$ cat config.mk
export PLATFORM = sky130hd
export DESIGN_NAME = offchip_link_rx
export DESIGN_NICKNAME = d
export VERILOG_FILES = /design/src/rtl/offchip_link_rx.sv
export SDC_FILE = /design/constraint.sdc
export NUM_CORES = 1
export LEC_CHECK = 0
export CAP_MARGIN = 20
export CELL_PAD_IN_SITES_DETAIL_PLACEMENT = 0
export CELL_PAD_IN_SITES_GLOBAL_PLACEMENT = 1
export CORE_ASPECT_RATIO = 0.6
export CORE_MARGIN = 2
export CORE_UTILIZATION = 55
export DETAILED_ROUTE_END_ITERATION = 10
export HOLD_SLACK_MARGIN = 0.05
export PLACE_DENSITY = 0.88
export SETUP_SLACK_MARGIN = 0.3
export SLEW_MARGIN = 20
export SYNTH_ARGS = -nofsm -noshare
export SYNTH_HDL_FRONTEND = slang
export SYNTH_SLANG_ARGS = --single-unit
$ cat constraint.sdc
create_clock -name clk -period 4.41 [get_ports clk]
set_clock_uncertainty 0.15 [all_clocks]
set_input_delay 1.323 -clock clk [delete_from_list [all_inputs] [get_ports clk]]
set_output_delay 1.323 -clock clk [all_outputs]
set_load 0.1 [all_outputs]
$ cat src/rtl/offchip_link_rx.sv
// offchip_link_rx: receive end of the 2-lane off-chip link.
// Reassembles bit-interleaved 2-bit symbols into bytes, buffers them in a
// DEPTH-entry FIFO plus one output register, and returns one credit pulse
// per consumed byte.
//
// Build option: OFFCHIP_RX_ALIGN_CHECK_EN
//   defined   - lnk_sof aligns/resynchronises the assembler, err_align live.
//   undefined - lnk_sof ignored, every lnk_valid advances k, err_align = 0.
//
// Assembler states:
//   state | meaning
//   HUNT  | waiting for symbol k=0 (acts as SYM0 when alignment is off)
//   SYM1  | k=0 captured, waiting for k=1
//   SYM2  | k=0..1 captured, waiting for k=2
//   SYM3  | k=0..2 captured, next symbol completes the byte
module offchip_link_rx #(
  parameter int DEPTH = 8,
  parameter int LW    = $clog2(DEPTH) + 2
) (
  input  logic          clk,
  input  logic          rst,
  input  logic          lnk_valid,
  input  logic [1:0]    lnk_sym,
  input  logic          lnk_sof,
  output logic [7:0]    data_out,
  output logic          valid_out,
  input  logic          ready,
  output logic          credit_ret,
  output logic          err_align,
  output logic          err_ovf,
  output logic [LW-1:0] level
);

  localparam int AW = $clog2(DEPTH);

  typedef enum logic [1:0] {HUNT, SYM1, SYM2, SYM3} state_e;

  state_e      state_q, state_d;
  logic [7:0]  asm_q, asm_d;
  logic        byte_done;
  logic [7:0]  byte_val;

  logic [7:0]  mem_q [DEPTH];
  logic [AW:0] wptr_q, wptr_d;
  logic [AW:0] rptr_q, rptr_d;
  logic [AW:0] fifo_cnt;
  logic        fifo_empty;
  logic        fifo_full;
  logic        wr_en;
  logic        ovf_set;

  logic [7:0]  out_data_q, out_data_d;
  logic        out_valid_q, out_valid_d;
  logic        pop;
  logic        load;
  logic        credit_q;
  logic        err_ovf_q;

`ifdef OFFCHIP_RX_ALIGN_CHECK_EN
  logic        align_err_set;
  logic        err_align_q;
`else
  logic        unused_sof;
  assign unused_sof = lnk_sof;
`endif

  // Assembler next-state: capture symbol k into bits {4+k, k}
  always_comb begin
    state_d   = state_q;
    asm_d     = asm_q;
    byte_done = 1'b0;
    byte_val  = asm_q;
`ifdef OFFCHIP_RX_ALIGN_CHECK_EN
    align_err_set = 1'b0;
    if (lnk_valid) begin
      if (lnk_sof) begin
        // A sof anywhere but HUNT means the previous byte was cut short.
        if (state_q != HUNT) align_err_set = 1'b1;
        asm_d   = {3'b000, lnk_sym[1], 3'b000, lnk_sym[0]};
        state_d = SYM1;
      end else begin
        case (state_q)
          HUNT: align_err_set = 1'b1;
          SYM1: begin
            asm_d[5] = lnk_sym[1];
            asm_d[1] = lnk_sym[0];
            state_d  = SYM2;
          end
          SYM2: begin
            asm_d[6] = lnk_sym[1];
            asm_d[2] = lnk_sym[0];
            state_d  = SYM3;
          end
          SYM3: begin
            byte_val  = {lnk_sym[1], asm_q[6:4], lnk_sym[0], asm_q[2:0]};
            byte_done = 1'b1;
            state_d   = HUNT;
          end
          default: state_d = HUNT;
        endcase
      end
    end
`else
    if (lnk_valid) begin
      case (state_q)
        HUNT: begin
          asm_d   = {3'b000, lnk_sym[1], 3'b000, lnk_sym[0]};
          state_d = SYM1;
        end
        SYM1: begin
          asm_d[5] = lnk_sym[1];
          asm_d[1] = lnk_sym[0];
          state_d  = SYM2;
        end
        SYM2: begin
          asm_d[6] = lnk_sym[1];
          asm_d[2] = lnk_sym[0];
          state_d  = SYM3;
        end
        SYM3: begin
          byte_val  = {lnk_sym[1], asm_q[6:4], lnk_sym[0], asm_q[2:0]};
          byte_done = 1'b1;
          state_d   = HUNT;
        end
        default: state_d = HUNT;
      endcase
    end
`endif
  end

  // Assembler state and partial byte registers
  always_ff @(posedge clk or negedge rst) begin
    if (!rst) begin
      state_q <= HUNT;
      asm_q   <= 8'h00;
    end else begin
      state_q <= state_d;
      asm_q   <= asm_d;
    end
  end

  assign fifo_cnt   = wptr_q - rptr_q;
  assign fifo_empty = (wptr_q == rptr_q);
  assign fifo_full  = (wptr_q[AW] != rptr_q[AW]) &&
                      (wptr_q[AW-1:0] == rptr_q[AW-1:0]);

  assign pop  = out_valid_q & ready;
  assign load = !fifo_empty & (!out_valid_q | pop);

  // A full FIFO still takes the byte when the head moves out this cycle;
  // the freed slot is the one being written, and its old value is read first.
  assign wr_en   = byte_done & (!fifo_full | load);
  assign ovf_set = byte_done & fifo_full & !load;

  // Pointer and output-stage next values
  always_comb begin
    wptr_d      = wptr_q;
    rptr_d      = rptr_q;
    out_valid_d = out_valid_q;
    out_data_d  = out_data_q;
    if (wr_en) wptr_d = wptr_q + 1'b1;
    if (load) begin
      rptr_d      = rptr_q + 1'b1;
      out_valid_d = 1'b1;
      out_data_d  = mem_q[rptr_q[AW-1:0]];
    end else if (pop) begin
      out_valid_d = 1'b0;
    end
  end

  // FIFO storage; contents are meaningless until a pointer covers them
  always_ff @(posedge clk) begin
    if (wr_en) mem_q[wptr_q[AW-1:0]] <= byte_val;
  end

  // Pointers, output register, credit pulse and sticky overflow flag
  always_ff @(posedge clk or negedge rst) begin
    if (!rst) begin
      wptr_q      <= '0;
      rptr_q      <= '0;
      out_valid_q <= 1'b0;
      out_data_q  <= 8'h00;
      credit_q    <= 1'b0;
      err_ovf_q   <= 1'b0;
    end else begin
      wptr_q      <= wptr_d;
      rptr_q      <= rptr_d;
      out_valid_q <= out_valid_d;
      out_data_q  <= out_data_d;
      credit_q    <= pop;
      err_ovf_q   <= err_ovf_q | ovf_set;
    end
  end

`ifdef OFFCHIP_RX_ALIGN_CHECK_EN
  // Sticky alignment error
  always_ff @(posedge clk or negedge rst) begin
    if (!rst) begin
      err_align_q <= 1'b0;
    end else begin
      err_align_q <= err_align_q | align_err_set;
    end
  end
  assign err_align = err_align_q;
`else
  assign err_align = 1'b0;
`endif

  assign data_out   = out_data_q;
  assign valid_out  = out_valid_q;
  assign credit_ret = credit_q;
  assign err_ovf    = err_ovf_q;
  assign level      = LW'(fifo_cnt) + LW'(out_valid_q);

endmodule
==> results.yml <==
sta:
  relSlewSlack_pct: 35.7
  report.final.slew_viol_count: 0
  fin_hold_ws_ns: 0.330
  hold_viol_final: 0
  final_min_period_ns: 3.93
  finalSetupViolCount: 0
  totalNegativeSetupSlack_ns: 0
  grt_setup_unrepaired: "no"
  timing_worst_slew_pin_value_ns: 0.962
  fin_crit_sh_pct: 89.2
  timing.fmax_mhz: 254
synthesis:
  synth_edf_count: 64
  yosysWarnings: 0
  synth.avg_cell_area_um2: 18.5
  post-synth-top-area-fraction_pct: 48.7
  netlist_area_um2: 3950
  synth_cell_types: 40
  yosys.area.top_type: "edfxtp_1"
  synth-seq-area-share_pct: 65.8
  synthTopCellsByArea: "edfxtp_1 (49%), dfrtp_1 (17%), mux4_1 (5.3%)"
  postSynthNetCount: 233
  synth_async_sr_flop_share_pct: 29.7
  most_common_flop_cell_mapped_by_yosys: "edfxtp_1"
  synthCells: 213
  register_bit_count_reported_by_yosys: 91
finish:
  area_occupied_by_multi_input_gates_um2: 1270
  layout.area.seq_um2: 2600
  nets: 269
  insertedDiodeCount: 0
  non_filler_instance_count_after_layout: 341
  finalCoreUtilization_pct: 67.9
  area_delta_synth_final_pct: 17.3
  drive_above_1_share_pct: 25.2
  layout.filler_cells: 463
grt:
  grt_start_max_net_pins: 28
  vias_in_the_first_global_route: 2010
  globalRouteOverflowTotal: 0
  grt_antenna_before_repair: 0
  globalRouteTotalUtil_pct: 19.9
  grt_first_pass_wirelength_mm: 11.2
clock_network:
  cts-root-buf: "clkbuf_16"
  worstSkewPairLatency_ns: 0.33
  tritoncts: "done"
  cts_buffers: 9
  clk_path_buf_depth: 2
  cts_hold_buf: 0
  ctsHtreeMaxLevel: 3
  cts_num_sinks: 91
  cts.clk_slew.worst_paths_ns: 0.06
setup_path:
  worst-r2r-setup-slack_ns: 1.80
  start_to_end_type_of_the_worst_setup_path: "reg -> out"
  path_max_fanout: 8
  critical_path_sink_type: "output pin"
  cp_data_required_time_ns: 2.94
  critical_path.startpoint_type: "flop"
  timing.critical_path.arrival_ns: 2.46
route:
  detail_route.wl_per_cell_um: 20.3
  routed_wl_mm: 6.92
  detailedRoute.firstPassIterationCount: 4
  dr_total_vias: 1978
  drtAntennaViolNets: 0
  post_drt_via_cell_ratio: 5.80
  drtIter0Drc: 160
  drc_errors: 0
die:
  floorplan.die_area_um2: 7890
  fp.dieW_um: 113
  pin_count: 24
  start_util_pct: 57.8
  core_area_um2: 6820
  die_h_um: 69.6
  core_rows: 23
place:
  port_buffer_count: 21
  gp_congestion: 0.802
  placed_cells_incl_taps: 325
  hpwlAfterDp_mm: 4.73
worst_hold_path:
  class_of_the_worst_hold_path: "reg -> reg"
job:
  drv.max_cap_violation_count: 0
status:
  status: "complete, no violations"
==> state kept, by name, summed over array words and instances, names as in the netlist <==
register,flops
wptr_q,4
asm_q,6
valid_out,1
err_ovf,1
data_out,8
rptr_q,4
credit_ret,1
state_q,2
mem_q,64
==> placed cells by master (no fill, tap or decap), types with 2 or more instances in the layout <==
master / n
nand3_1: 5
and3_1: 4
edfxtp_1: 64
nand2b_1: 2
mux4_1: 8
xor2_1: 5
a21oi_1: 2
inv_1: 7
clkinvlp_4: 2
buf_12: 4
mux2_4: 9
clkbuf_16: 9
a32o_1: 4
nand2_1: 5
ha_1: 12
and2_1: 2
dfrtp_1: 27
mux2_2: 11
clkinv_2: 2
nor3_1: 4
buf_4: 12
xnor2_1: 2
mux4_2: 8
clkdlybuf4s50_1: 16
o21ai_0: 5
nor2_1: 2
o311a_1: 2
xor2_2: 2
==> kinds of logic after synthesis <==
group / count (synthesis) / share of synthesized area, %
flip-flops: 91 / 65.8
XOR/XNOR: 11 / 2.98
multiplexers: 36 / 16.5
AO/OA/AOI/OAI: 19 / 4.22
AND/OR/NAND/NOR: 28 / 3.84
buffers and inverters: 14 / 2.25
other: 1 / 0.0951
adder cells (fa/ha/maj): 13 / 4.31
==> through the flow <==
step	area, um^2	setup WS (ns)
CTS	4620	0.433
detailed placement	4330	0.817
floorplan	3950	0.431
global route	4630	0.352
finish	4630	0.476
global placement	4330	0.878
==> final cells by class <==
type                       count  area share (%)
clock buffer                   9            4.86
clock inverter                 7            1.46
inverter                       7           0.568
multi-input combinational    108            27.5
sequential                    91            56.1
tap                           87            2.35
timing repair buffer          32            7.14
==> final timing paths <==
check | startpoint | to | cells after the start
max in group asynchronous | rst | asm_q[2] | 2
worst max-delay path | wptr_q[0] | level[3] | 8
worst max register to register | wptr_q[2] | mem_q[6][0] | 5
worst min register to register | err_ovf | err_ovf | 1
min in group asynchronous | rst | rptr_q[1] | 2
worst min-delay path | err_ovf | err_ovf | 1
==> synth_stat cells (2+ instances only) <==
cell	instances
nand2b_1	2
ha_1	12
a21oi_1	2
nand3_1	5
edfxtp_1	64
mux2_4	9
mux2_2	11
and2_1	2
clkbuf_1	2
nand2_1	5
and3_1	4
o311a_1	2
o21ai_0	5
buf_6	2
xnor2_1	2
a32o_1	4
xor2_1	7
inv_1	7
nor3_1	4
nor2_1	2
dfrtp_1	27
mux4_2	8
mux4_1	8
==> per-layer routing <==
layer / track usage (%) / share of wire (%)
met5: 0 / 0
met1: 30.1 / 50
met2: 26.5 / 42
met3: 8.04 / 7.0
met4: 6.10 / 0.64
==> worst max-delay path, cell delays in order, from the launching register on <==
cell	delay (ns)
dfrtp_1	0.49
inv_1	0.13
ha_1	0.19
inv_1	0.06
fa_1	0.41
xor2_2	0.26
nand3_1	0.12
xnor3_1	0.27
buf_12	0.19
==> what timing repair did <==
item	4_1_cts	5_1_grt
endpoints found under the setup margin	0	1
hold endpoints to repair	0	0
setup buffers	0	0
resized for setup	0	1
Power is not shown: default switching activity piles up to over one toggle a cycle in this logic, so the estimate is an artifact.
